**src/rtl/sensor_display_scheduler.sv**
```systemverilog
// sensor_display_scheduler
//   Time-shares the seven-segment display between N_SRC sensor sources.
//   Auto mode rotates round-robin every DWELL_CYCLES, skipping sources whose
//   valid flag is low. Manual mode pins the source picked by manual_sel.
//   hold freezes both the display word and the rotation.
// Ports:
//   clock, reset_n           : clock, asynchronous active-low reset
//   src_valid / src_value    : per-source valid flag and packed values
//   auto_en, manual_sel      : rotation enable and manual source index
//   hold                     : freeze display and rotation
//   number, dots             : registered word and decimal points for the display
//   cur_src, cur_onehot      : source currently shown (binary and one-hot)
//   switch_pulse             : one-cycle strobe on the cycle cur_src changes
module sensor_display_scheduler #(
  parameter int N_SRC        = 4,
  parameter int W_VALUE      = 16,
  parameter int W_NUMBER     = 32,
  parameter int DWELL_CYCLES = 27000000
) (
  input  logic                         clock,
  input  logic                         reset_n,
  input  logic [N_SRC-1:0]             src_valid,
  input  logic [N_SRC*W_VALUE-1:0]     src_value,
  input  logic                         auto_en,
  input  logic [$clog2(N_SRC)-1:0]     manual_sel,
  input  logic                         hold,
  output logic [W_NUMBER-1:0]          number,
  output logic [7:0]                   dots,
  output logic [$clog2(N_SRC)-1:0]     cur_src,
  output logic [N_SRC-1:0]             cur_onehot,
  output logic                         switch_pulse
);

  localparam int SEL_W = $clog2(N_SRC);
  localparam int TMR_W = $clog2(DWELL_CYCLES);

  typedef enum logic [1:0] {S_IDLE, S_SHOW, S_FROZEN} state_t;

  state_t              state_q, state_d;
  logic [SEL_W-1:0]    cur_q, cur_d;
  logic [N_SRC-1:0]    onehot_q, onehot_d;
  logic [TMR_W-1:0]    timer_q, timer_d;
  logic [W_NUMBER-1:0] number_q, number_d;
  logic [7:0]          dots_q, dots_d;
  logic                switch_q, switch_d;
  int                  lo_idx, nx_idx;

  // Lowest-numbered valid source, or -1 when none is valid.
  function automatic int lowest_valid(input logic [N_SRC-1:0] v);
    int r = -1;
    for (int i = N_SRC - 1; i >= 0; i--) begin
      if (v[i]) r = i;
    end
    return r;
  endfunction

  // First valid source after cur in wrap-around order; cur itself is tried
  // last so a lone valid source keeps the display. -1 when none is valid.
  function automatic int next_valid(input logic [N_SRC-1:0] v, input int cur);
    int r = -1;
    for (int k = N_SRC; k >= 1; k--) begin
      if (v[(cur + k) % N_SRC]) r = (cur + k) % N_SRC;
    end
    return r;
  endfunction

  always_comb begin
    state_d  = state_q;
    cur_d    = cur_q;
    timer_d  = timer_q;
    number_d = number_q;
    dots_d   = dots_q;
    switch_d = 1'b0;
    onehot_d = '0;
    lo_idx   = lowest_valid(src_valid);
    nx_idx   = next_valid(src_valid, int'(cur_q));

    if (hold) begin
      state_d = S_FROZEN;
    end else begin
      // Source selection
      if (!auto_en) begin
        state_d = S_SHOW;
        timer_d = '0;
        cur_d   = (int'(manual_sel) < N_SRC) ? manual_sel : '0;
      end else if (state_q == S_IDLE) begin
        timer_d = '0;
        if (lo_idx >= 0) begin
          state_d = S_SHOW;
          cur_d   = SEL_W'(lo_idx);
        end
      end else if (state_q == S_FROZEN && src_valid == '0) begin
        state_d = S_IDLE;
        timer_d = '0;
      end else begin
        // SHOW, or leaving FROZEN with the frozen dwell count intact
        state_d = S_SHOW;
        if (timer_q == TMR_W'(DWELL_CYCLES - 1)) begin
          timer_d = '0;
          if (nx_idx < 0) state_d = S_IDLE;
          else            cur_d   = SEL_W'(nx_idx);
        end else begin
          timer_d = timer_q + TMR_W'(1);
        end
      end

      // Display word for the source registered last cycle
      if (state_q == S_IDLE) begin
        number_d = '0;
        dots_d   = '0;
      end else if (src_valid[cur_q]) begin
        number_d = '0;
        number_d[W_VALUE-1:0]    = src_value[int'(cur_q)*W_VALUE +: W_VALUE];
        number_d[W_NUMBER-1 -: 4] = 4'(cur_q);
        dots_d   = '0;
      end else begin
        // Stale: keep the last shown value and flag it with the leftmost dot
        dots_d   = 8'h80;
      end

      switch_d = (cur_d != cur_q);
    end

    onehot_d[cur_d] = 1'b1;
  end

  // Register stage
  always_ff @(posedge clock or negedge reset_n) begin
    if (!reset_n) begin
      state_q  <= S_IDLE;
      cur_q    <= '0;
      onehot_q <= N_SRC'(1);
      timer_q  <= '0;
      number_q <= '0;
      dots_q   <= '0;
      switch_q <= 1'b0;
    end else begin
      state_q  <= state_d;
      cur_q    <= cur_d;
      onehot_q <= onehot_d;
      timer_q  <= timer_d;
      number_q <= number_d;
      dots_q   <= dots_d;
      switch_q <= switch_d;
    end
  end

  assign number       = number_q;
  assign dots         = dots_q;
  assign cur_src      = cur_q;
  assign cur_onehot   = onehot_q;
  assign switch_pulse = switch_q;

endmodule

```
**config.mk**
```make
export PLATFORM = sky130hd
export DESIGN_NAME = sensor_display_scheduler
export DESIGN_NICKNAME = d
export VERILOG_FILES = /design/src/rtl/sensor_display_scheduler.sv
export SDC_FILE = /design/constraint.sdc
export NUM_CORES = 1
export LEC_CHECK = 0
export CORE_AREA = 3 3 77 79
export DETAILED_ROUTE_END_ITERATION = 10
export DIE_AREA = 0 0 80 82
export DONT_BUFFER_PORTS = 1
export PLACE_DENSITY = 0.8
export SLEW_MARGIN = 5
export SYNTH_ARGS = -nofsm -noshare
export SYNTH_HDL_FRONTEND = slang
export SYNTH_SLANG_ARGS = --single-unit
```
**constraint.sdc**
```tcl
create_clock -name clock -period 4.5 [get_ports clock]
set_input_delay 0.675 -clock clock [delete_from_list [all_inputs] [get_ports clock]]
set_output_delay 0.675 -clock clock [all_outputs]
set_load 0.01 [all_outputs]
```
==> flow_summary.yaml, run 1 <==
worst_setup_path:
  slowest_stage: "o21ai_2"
  critPathMaxFanout: 37
  path_delay_family: "compound AO/OA/AOI/OAI gates"
  startpoint_type: "register"
  arrival_ps: 2800
  path_cells: "mux4_2 -> o21ai_2 -> o21ai_0"
  max_stage_delay_ps: 900
  worstSetupEndpointType: "register"
  path_class: "reg2reg"
  cp_data_required_time_ps: 4620
  path_buf_inv: 0
layout:
  n_antenna_cell: 0
  drive_above_1_share: 0.115
  finalNetCount: 432
  syn_to_final_growth_pct: -0.0725
  finish.utilization: 0.638
synth:
  ys_ff_latch: 53
  synth.avg_cell_area_um2: 9.28
  synthCells: 372
  yosysSeqAreaShare: 0.384
  yosys_warnings: 0
  yosysMostFrequentCell: "nand2_1"
  synthDistinctLibCells: 61
  async_reset_ff_frac: 1.00
  synth_ff_type: "dfrtp_1"
  synth_top_area_share: 0.377
  netlist_area_mm2: 0.00345
  synth_area_leader_cell: "dfrtp_1"
  synth.area.top_cells: "dfrtp_1 (38%), mux4_2 (11%), nand2_1 (6.5%)"
  synth_edf_count: 0
  synth_common_cells: "nand2_1 (60), dfrtp_1 (52), o21ai_0 (44)"
routing:
  drc: 0
  vias_per_cell: 6.21
  dr.first_iter.drc_count: 153
  drtPass1Iterations: 4
  finalWirelength_mm: 7.95
  antenna_left: 0
  wl_per_cell_um: 18.5
  vias: 2671
global_routing:
  antenna_found_initial: 0
  grt_pass1_wl_mm: 12.8
  grt_max_degree: 54
  grt_pass1_vias: 2521
  grt_overflow: 0
  gr-usage-all-layers: 0.248
timing:
  post-route-min-period_ps: 2680
  fin_ws_ps: 1820
  tightest_slew_ps: 1170
  fmax_mhz: 374
  slew_headroom: 0.219
  finalClockSkew_ps: 9.50
  period_share: 0.594
  grt_setup_unrepaired: "no"
  hold_viol_final: 0
  timing.setup.tns_ps: 0
  setup_violations: 0
  slew_violations: 0
  worst_hold_slack_ps: 52.1
clock_tree:
  cts-root-buf: "clkbuf_8"
  cts_hold_buf: 0
  clock_latency_ps: 300
  cts_tree: "done"
  ctsResizeCount: 0
  cts-buffers-inserted: 5
  h-tree-depth: 2
  clkSlewWorstSetupHoldPaths_ps: 100
  clkSinkCount: 53
  post_cts_buffers: 0
  cts_buffer_depth: 2
placed_design:
  port_buffers: 0
  place.gp.congestion: 0.838
  pre_cts_ws_ps: 1840
  dpl.hpwl_mm: 5.83
pwr:
  p_per_area_mw_per_mm2: 309
  peakVddDrop_v: 0.000217
  leakage_nw: 1.41
run_status:
  status: "complete, no violations"
floorplan:
  dieArea_mm2: 0.00656
  die_h_um: 82
  initial_core_util: 0.639
  chipWidth_um: 80
  rows: 27
  core_area_mm2: 0.00541
  ios: 121
job:
  maxCapViolCount: 0
hold_path:
  hp-class: "in2async"
==> cell usage in the layout, fill, tap and decap left out, types with 2 or more instances in the layout <==
cell and instances:
a211oi_1 3, a21oi_1 15, a31oi_1 3, and3_1 9, buf_4 3, clkbuf_8 5, clkinv_2 2, conb_1 21
dfrtp_1 52, inv_1 9, mux2i_1 4, mux4_2 17, nand2_1 60, nand2b_1 4, nand3_1 16, nand3b_1 2
nand4_1 4, nor2_1 13, nor2b_1 5, nor3_1 9, o211ai_1 2, o21ai_0 44, o311ai_0 2, or2_2 3
or3_1 6, or4_1 3, xnor2_1 4, xor2_1 5
==> final timing paths <==
check	start	endpoint	slack, ps	depth (start not counted)
setup / recovery	cur_src[0]$_DFF_PN0_	number[3]$_DFFE_PN0P_	1820	3
hold / removal	reset_n	number[11]$_DFFE_PN0P_	50	0
min in group clock	hold	state_q[1]$_DFFE_PN0P_	400	0
setup reg to reg	cur_src[0]$_DFF_PN0_	number[3]$_DFFE_PN0P_	1820	3
max in group asynchronous	reset_n	cur_onehot[0]$_DFF_PN1_	4250	0
hold reg to reg	timer_q[24]$_DFFE_PN0N_	timer_q[24]$_DFFE_PN0N_	490	1
==> per-layer routing <==
layer,up-vias,wire length (µm),track usage
met2,117,3950,0.431
met3,4,760,0.0669
met4,0,52,0.0422
li1,1262,-,-
met5,-,0,0
met1,1288,3190,0.315
==> through the flow <==
step	instances	power (W)	area [µm²]
2_1_floorplan	392	0.000784	3530
3_3_place_gp	422	0.000797	3360
3_5_place_dp	422	0.000811	3360
4_1_cts	430	0.00107	3450
5_1_grt	430	0.00112	3450
6_report	430	0.00106	3450
==> where the power goes <==
group	leakage (nW)	switching, W	total (W)	internal [W]
combinational	0.668	0.000108	0.000200	0.0000915
clock	0.0439	0.000155	0.000263	0.000108
sequential	0.700	0.0000722	0.000602	0.000530
==> cell type report <==
| class | count | area (µm²) |
|---|---|---|
| Tap cell | 72 | 90.1 |
| Inverter | 9 | 33.8 |
| Sequential cell | 53 | 1330 |
| Clock buffer | 5 | 68.8 |
| Fill cell | 439 | 1950 |
| Timing Repair Buffer | 3 | 22.5 |
| Multi-Input combinational cell | 285 | 1890 |
| Clock inverter | 3 | 17.5 |
==> worst reg2reg max path, stage by stage (launching register included) <==
cell and delay, ps:
dfrtp_1 880, mux4_2 430, o21ai_2 900, o21ai_0 290
==> registers in the layout, indices dropped and copies added, names as in the netlist <==
| name | flops |
|---|---|
| cur_onehot | 4 |
| number | 18 |
| state_q | 2 |
| cur_src | 2 |
| switch_pulse | 1 |
| dots | 1 |
| timer_q | 25 |
==> cells by family (layout without fill, tap and decap cells) <==
| group | count (synthesis) | count (layout) | share of synthesized area |
|---|---|---|---|
| AOI/OAI and AO/OA | 85 | 85 | 0.149 |
| xor gates and xnor gates | 9 | 9 | 0.0228 |
| adders and majority gates | 1 | 1 | 0.00362 |
| buffers and inverters | 54 | 20 | 0.0909 |
| DFF | 53 | 53 | 0.384 |
| muxes | 21 | 21 | 0.122 |
| other | 1 | 21 | 0.00109 |
| and+or+nand+nor | 148 | 148 | 0.226 |
No activity file was read; power rests on OpenSTA's default activity.
==> inputs of run 2 (changes only) <==
--- a/config.mk
+++ b/config.mk
@@ -5,11 +5,11 @@
 export SDC_FILE = /design/constraint.sdc
 export NUM_CORES = 1
 export LEC_CHECK = 0
-export CORE_AREA = 3 3 77 79
+export CORE_AREA = 3 3 82 84
 export DETAILED_ROUTE_END_ITERATION = 10
-export DIE_AREA = 0 0 80 82
+export DIE_AREA = 0 0 85 87
 export DONT_BUFFER_PORTS = 1
-export PLACE_DENSITY = 0.8
+export PLACE_DENSITY = 0.74
 export SLEW_MARGIN = 5
 export SYNTH_ARGS = -nofsm -noshare
 export SYNTH_HDL_FRONTEND = slang
==> constraint.sdc (replaced) <==
create_clock -name clock -period 2.4 [get_ports clock]
set_input_delay 0.36 -clock clock [delete_from_list [all_inputs] [get_ports clock]]
set_output_delay 0.36 -clock clock [all_outputs]
set_load 0.01 [all_outputs]
==> flow_summary.yaml, run 2 (synthesized netlist as in run 1, its figures left out) <==
worst_setup_path:
  startpoint_type: "register"
  reg2reg_from: "timer_q[0]$_DFFE_PN0N_"
  cp_data_required_time_ps: 2590
  arrival_ps: 2460
  critPathMaxFanout: 10
  reg2reg_to: "timer_q[22]$_DFFE_PN0N_"
  timing.reg2reg.setup_slack_ps: 130
  worstSetupEndpointType: "register"
  critPathCapture: "timer_q[22]$_DFFE_PN0N_"
  path_class: "reg2reg"
  reg2reg_depth: 9
  cp-startpoint: "timer_q[0]$_DFFE_PN0N_"
hold_path:
  hp-class: "in2reg"
global_routing:
  grt_overflow: 0
  grt_pass1_vias: 2654
  gr-usage-all-layers: 0.218
  grt_max_degree: 54
  antenna_found_initial: 0
  grt_pass1_wl_mm: 13.0
timing:
  timing.setup.tns_ps: 0
  finalClockSkew_ps: 10.7
  grt_setup_unrepaired: "no"
  setup_violations: 0
  tightest_slew_ps: 665
  slew_violations: 0
  post-route-min-period_ps: 2270
  fin_ws_ps: 131
  period_share: 0.946
  hold_viol_final: 0
  fmax_mhz: 441
  slew_headroom: 0.553
layout:
  n_fill_cell: 492
  multi_input_area_mm2: 0.00191
  finish.utilization: 0.610
  fin_area_mm2: 0.00366
  drive_above_1_share: 0.153
  layout_commonest_cell: "nand2_1"
  n_antenna_cell: 0
  seqCellArea_mm2: 0.00133
  syn_to_final_growth_pct: 5.91
  largest_reg_flops: 25
  layout_common_cells: "nand2_1 (60), dfrtp_1 (52), o21ai_0 (44), conb_1 (21), mux4_2 (17)"
  largest_register: "timer_q"
  finalNetCount: 446
  final_cell_count_no_fill: 447
clock_tree:
  cts-root-buf: "clkbuf_8"
  clock_latency_ps: 310
  cts_tree: "done"
  clkSlewWorstSetupHoldPaths_ps: 100
  cts_buffer_depth: 2
  h-tree-depth: 2
  clkSinkCount: 53
  cts-buffers-inserted: 5
placed_design:
  dpl.hpwl_mm: 5.78
  placedInstanceArea_mm2: 0.00344
  pre_cts_ws_ps: 84.1
  place.gp.congestion: 0.858
  place_inst: 433
  port_buffers: 0
routing:
  dr.first_iter.drc_count: 168
  antenna_left: 0
  finalWirelength_mm: 7.93
  vias_per_cell: 6.06
  vias: 2708
  drtPass1Iterations: 4
  wl_per_cell_um: 17.7
  drc: 0
floorplan:
  die_h_um: 87
  chipWidth_um: 85
  core_area_mm2: 0.00599
  ios: 121
  dieArea_mm2: 0.00740
  rows: 28
  initial_core_util: 0.576
job:
  maxCapViolCount: 0
pwr:
  peakVddDrop_v: 0.000465
  leakage_nw: 1.51
  p_per_area_mw_per_mm2: 592
run_status:
  status: "complete, no violations"
==> run 2: layout make-up <==
cell class	count	share of cell area
clock inverters	1	0.00821
clock buffers	7	0.0236
inverters	9	0.00924
well taps	75	0.0257
flip-flops and latches	53	0.363
multi-input cells	285	0.522
repair buffers	17	0.0479
==> run 2: per-stage QoR <==
step	power [W]	hold WS [ps]
floorplan	0.00147	64.4
global placement	0.00151	66.1
detailed placement	0.00153	66.1
CTS	0.00219	67.6
global route	0.00229	61.2
finish	0.00217	75.7
==> run 2: repair_timing <==
item,4_1_cts,5_1_grt
resized for setup,0,5
hold endpoints to repair,53,0
setup buffers,0,4
hold buffers,2,0
endpoints found under the setup margin,0,8
==> run 2: where the power goes <==
| group | switching, W | internal [W] | total (W) |
|---|---|---|---|
| combinational | 0.000224 | 0.000193 | 0.000417 |
| clock | 0.000286 | 0.000340 | 0.000626 |
| sequential | 0.000128 | 0.000994 | 0.00112 |
| total | 0.000638 | 0.00153 | 0.00217 |
==> run 2: worst min-delay path by stage <==
stage	start	to	slack, ps	cells after the start
floorplan	reset_n	cur_onehot[1]$_DFF_PN0_	60	0
global placement	reset_n	number[12]$_DFFE_PN0P_	70	0
detailed placement	reset_n	number[11]$_DFFE_PN0P_	70	0
CTS	hold	state_q[1]$_DFFE_PN0P_	70	0
global route	hold	state_q[1]$_DFFE_PN0P_	60	0
finish	hold	state_q[1]$_DFFE_PN0P_	80	0
==> run 2: layer usage <==
layer  part of all wire  track usage  vias to the layer above
met2               0.49        0.376                      131
met1               0.41        0.274                     1275
met4              0.018       0.0604                        0
li1                   -            -                     1289
met5                  0            0                        -
met3              0.085       0.0511                       13
==> run 2: critical path, stage by stage (launching register included) <==
cell	delay, ps
dfrtp_1	400
ha_2	220
nand3_2	130
or2_4	300
nor4_4	470
buf_12	170
or2_1	110
buf_4	160
nor3_1	50
o21bai_1	150
==> inputs of run 3 (changes only) <==
--- a/config.mk
+++ b/config.mk
@@ -5,11 +5,11 @@
 export SDC_FILE = /design/constraint.sdc
 export NUM_CORES = 1
 export LEC_CHECK = 0
-export CORE_AREA = 3 3 82 84
+export CORE_AREA = 3 3 88 90
 export DETAILED_ROUTE_END_ITERATION = 10
-export DIE_AREA = 0 0 85 87
+export DIE_AREA = 0 0 91 93
 export DONT_BUFFER_PORTS = 1
-export PLACE_DENSITY = 0.74
+export PLACE_DENSITY = 0.66
 export SLEW_MARGIN = 5
 export SYNTH_ARGS = -nofsm -noshare
 export SYNTH_HDL_FRONTEND = slang
==> flow_summary.yaml, run 3 (synthesized netlist as in run 1, its figures left out) <==
pwr:
  leakage_nw: 1.47
  p_sw_frac: 0.306
  internal-power_w: 0.00141
  power_frac_clock: 0.253
  power_w: 0.00203
  power_frac_comb: 0.197
  p_sw_w: 0.000621
  p_per_area_mw_per_mm2: 566
  peakVddDrop_v: 0.000236
  pwr-share-seq: 0.550
worst_setup_path:
  startpoint_type: "register"
  cp_data_required_time_ps: 2590
  critPathMaxFanout: 7
  path_class: "reg2reg"
  worstSetupEndpointType: "register"
  slowest_stage: "dfrtp_1"
  path_cells: "ha_1 -> nand3_2 -> or2_2 -> nor4_4 -> buf_4 -> a21oi_1 -> o31a_1 -> nor2b_1"
  path_delay_family: "simple AND/OR/NAND/NOR gates"
  path_buf_inv: 1
  arrival_ps: 2440
  max_stage_delay_ps: 430
layout:
  syn_to_final_growth_pct: 3.95
  largest_reg_flops: 25
  layout_commonest_cell: "nand2_1"
  finalNetCount: 442
  n_antenna_cell: 0
  layout_common_cells: "nand2_1 (60), dfrtp_1 (52), o21ai_0 (44), conb_1 (21), mux4_2 (17)"
  largest_register: "timer_q"
  drive_above_1_share: 0.134
  n_fill_cell: 686
routing:
  vias_per_cell: 5.63
  finalWirelength_mm: 7.52
  dr.first_iter.drc_count: 159
  drtPass1Iterations: 4
  drc: 0
  vias: 2622
  antenna_left: 0
  wl_per_cell_um: 16.1
timing:
  slew_violations: 0
  post-route-min-period_ps: 2250
  hold_viol_final: 0
  fmax_mhz: 445
  slew_headroom: 0.541
  finalClockSkew_ps: 7.14
  fin_ws_ps: 150
  setup_violations: 0
  tightest_slew_ps: 679
  period_share: 0.937
run_status:
  status: "complete, no violations"
global_routing:
  grt_max_degree: 54
  grt_pass1_vias: 2583
  grt_overflow: 0
  gr-usage-all-layers: 0.179
  antenna_found_initial: 0
  grt_pass1_wl_mm: 12.5
floorplan:
  rows: 31
  ios: 121
  dieArea_mm2: 0.00846
  initial_core_util: 0.484
  die_h_um: 93
  core_area_mm2: 0.00714
  chipWidth_um: 91
placed_design:
  pre_cts_ws_ps: 103
  port_buffers: 0
  place.gp.congestion: 0.831
  dpl.hpwl_mm: 5.45
clock_tree:
  h-tree-depth: 2
  cts_tree: "done"
  cts-buffers-inserted: 5
  clkSlewWorstSetupHoldPaths_ps: 90
  cts-root-buf: "clkbuf_8"
  cts_buffer_depth: 2
  clock_latency_ps: 300
  clkSinkCount: 53
hold_path:
  hp-class: "in2reg"
job:
  maxCapViolCount: 0
[run 3: power groups by stage]
stage               Sequential, W  Clock, W  Combinational, W
finish                    0.00112  0.000514          0.000399
global route              0.00113  0.000574          0.000452
CTS                       0.00112  0.000534          0.000405
detailed placement        0.00114         0          0.000377
global placement          0.00114         0          0.000371
floorplan                 0.00111         0          0.000362
[run 3: routing by layer]
layer | vias up | routed length, µm | GRT usage
met2 | 110 | 3640 | 0.312
met4 | 0 | 118 | 0.0503
li1 | 1280 | - | -
met5 | - | 0 | 0
met3 | 9 | 634 | 0.0475
met1 | 1223 | 3130 | 0.220
[run 3: path summary, 6_finish.rpt]
path,start,end,slack (ps),cells past startpoint
worst max-delay path,timer_q[0]$_DFFE_PN0N_,cur_onehot[2]$_DFF_PN0_,150,8
min in group asynchronous,reset_n,number[12]$_DFFE_PN0P_,570,2
worst min-delay path,hold,state_q[1]$_DFFE_PN0P_,80,0
worst max register to register,timer_q[0]$_DFFE_PN0N_,cur_onehot[2]$_DFF_PN0_,150,8
worst min register to register,timer_q[24]$_DFFE_PN0N_,timer_q[24]$_DFFE_PN0N_,490,1
max in group asynchronous,reset_n,cur_onehot[0]$_DFF_PN1_,1550,2
[run 3: cell type report]
| type | instances | area [µm²] | area share |
|---|---|---|---|
| well taps | 99 | 124 | 0.0345 |
| multi-input cells | 285 | 1900 | 0.529 |
| repair buffers | 13 | 120 | 0.0335 |
| flip-flops and latches | 53 | 1330 | 0.370 |
| inverters | 9 | 33.8 | 0.00941 |
| clock buffers | 7 | 86.3 | 0.0241 |
[run 3: stage by stage]
stage | cell area [µm²] | utilization | setup TNS, ps | instances | hold slack (ps)
final | 3590 | 0.503 | 0 | 466 | 80.7
after global routing | 3590 | 0.503 | -0.405 | 466 | 62.6
after CTS | 3570 | 0.501 | 0 | 465 | 70.2
after detailed placement | 3450 | 0.484 | 0 | 456 | 65.9
after global placement | 3450 | 0.484 | 0 | 456 | 65.7
after floorplan | 3530 | - | 0 | 392 | 64.4
[run 3: what timing repair did]
item / 4_1_cts / 5_1_grt
hold endpoints to repair: 53 / 0
setup buffers: 0 / 1
gates resized for setup: 0 / 2
hold buffers: 2 / 0
setup endpoints to repair: 0 / 18
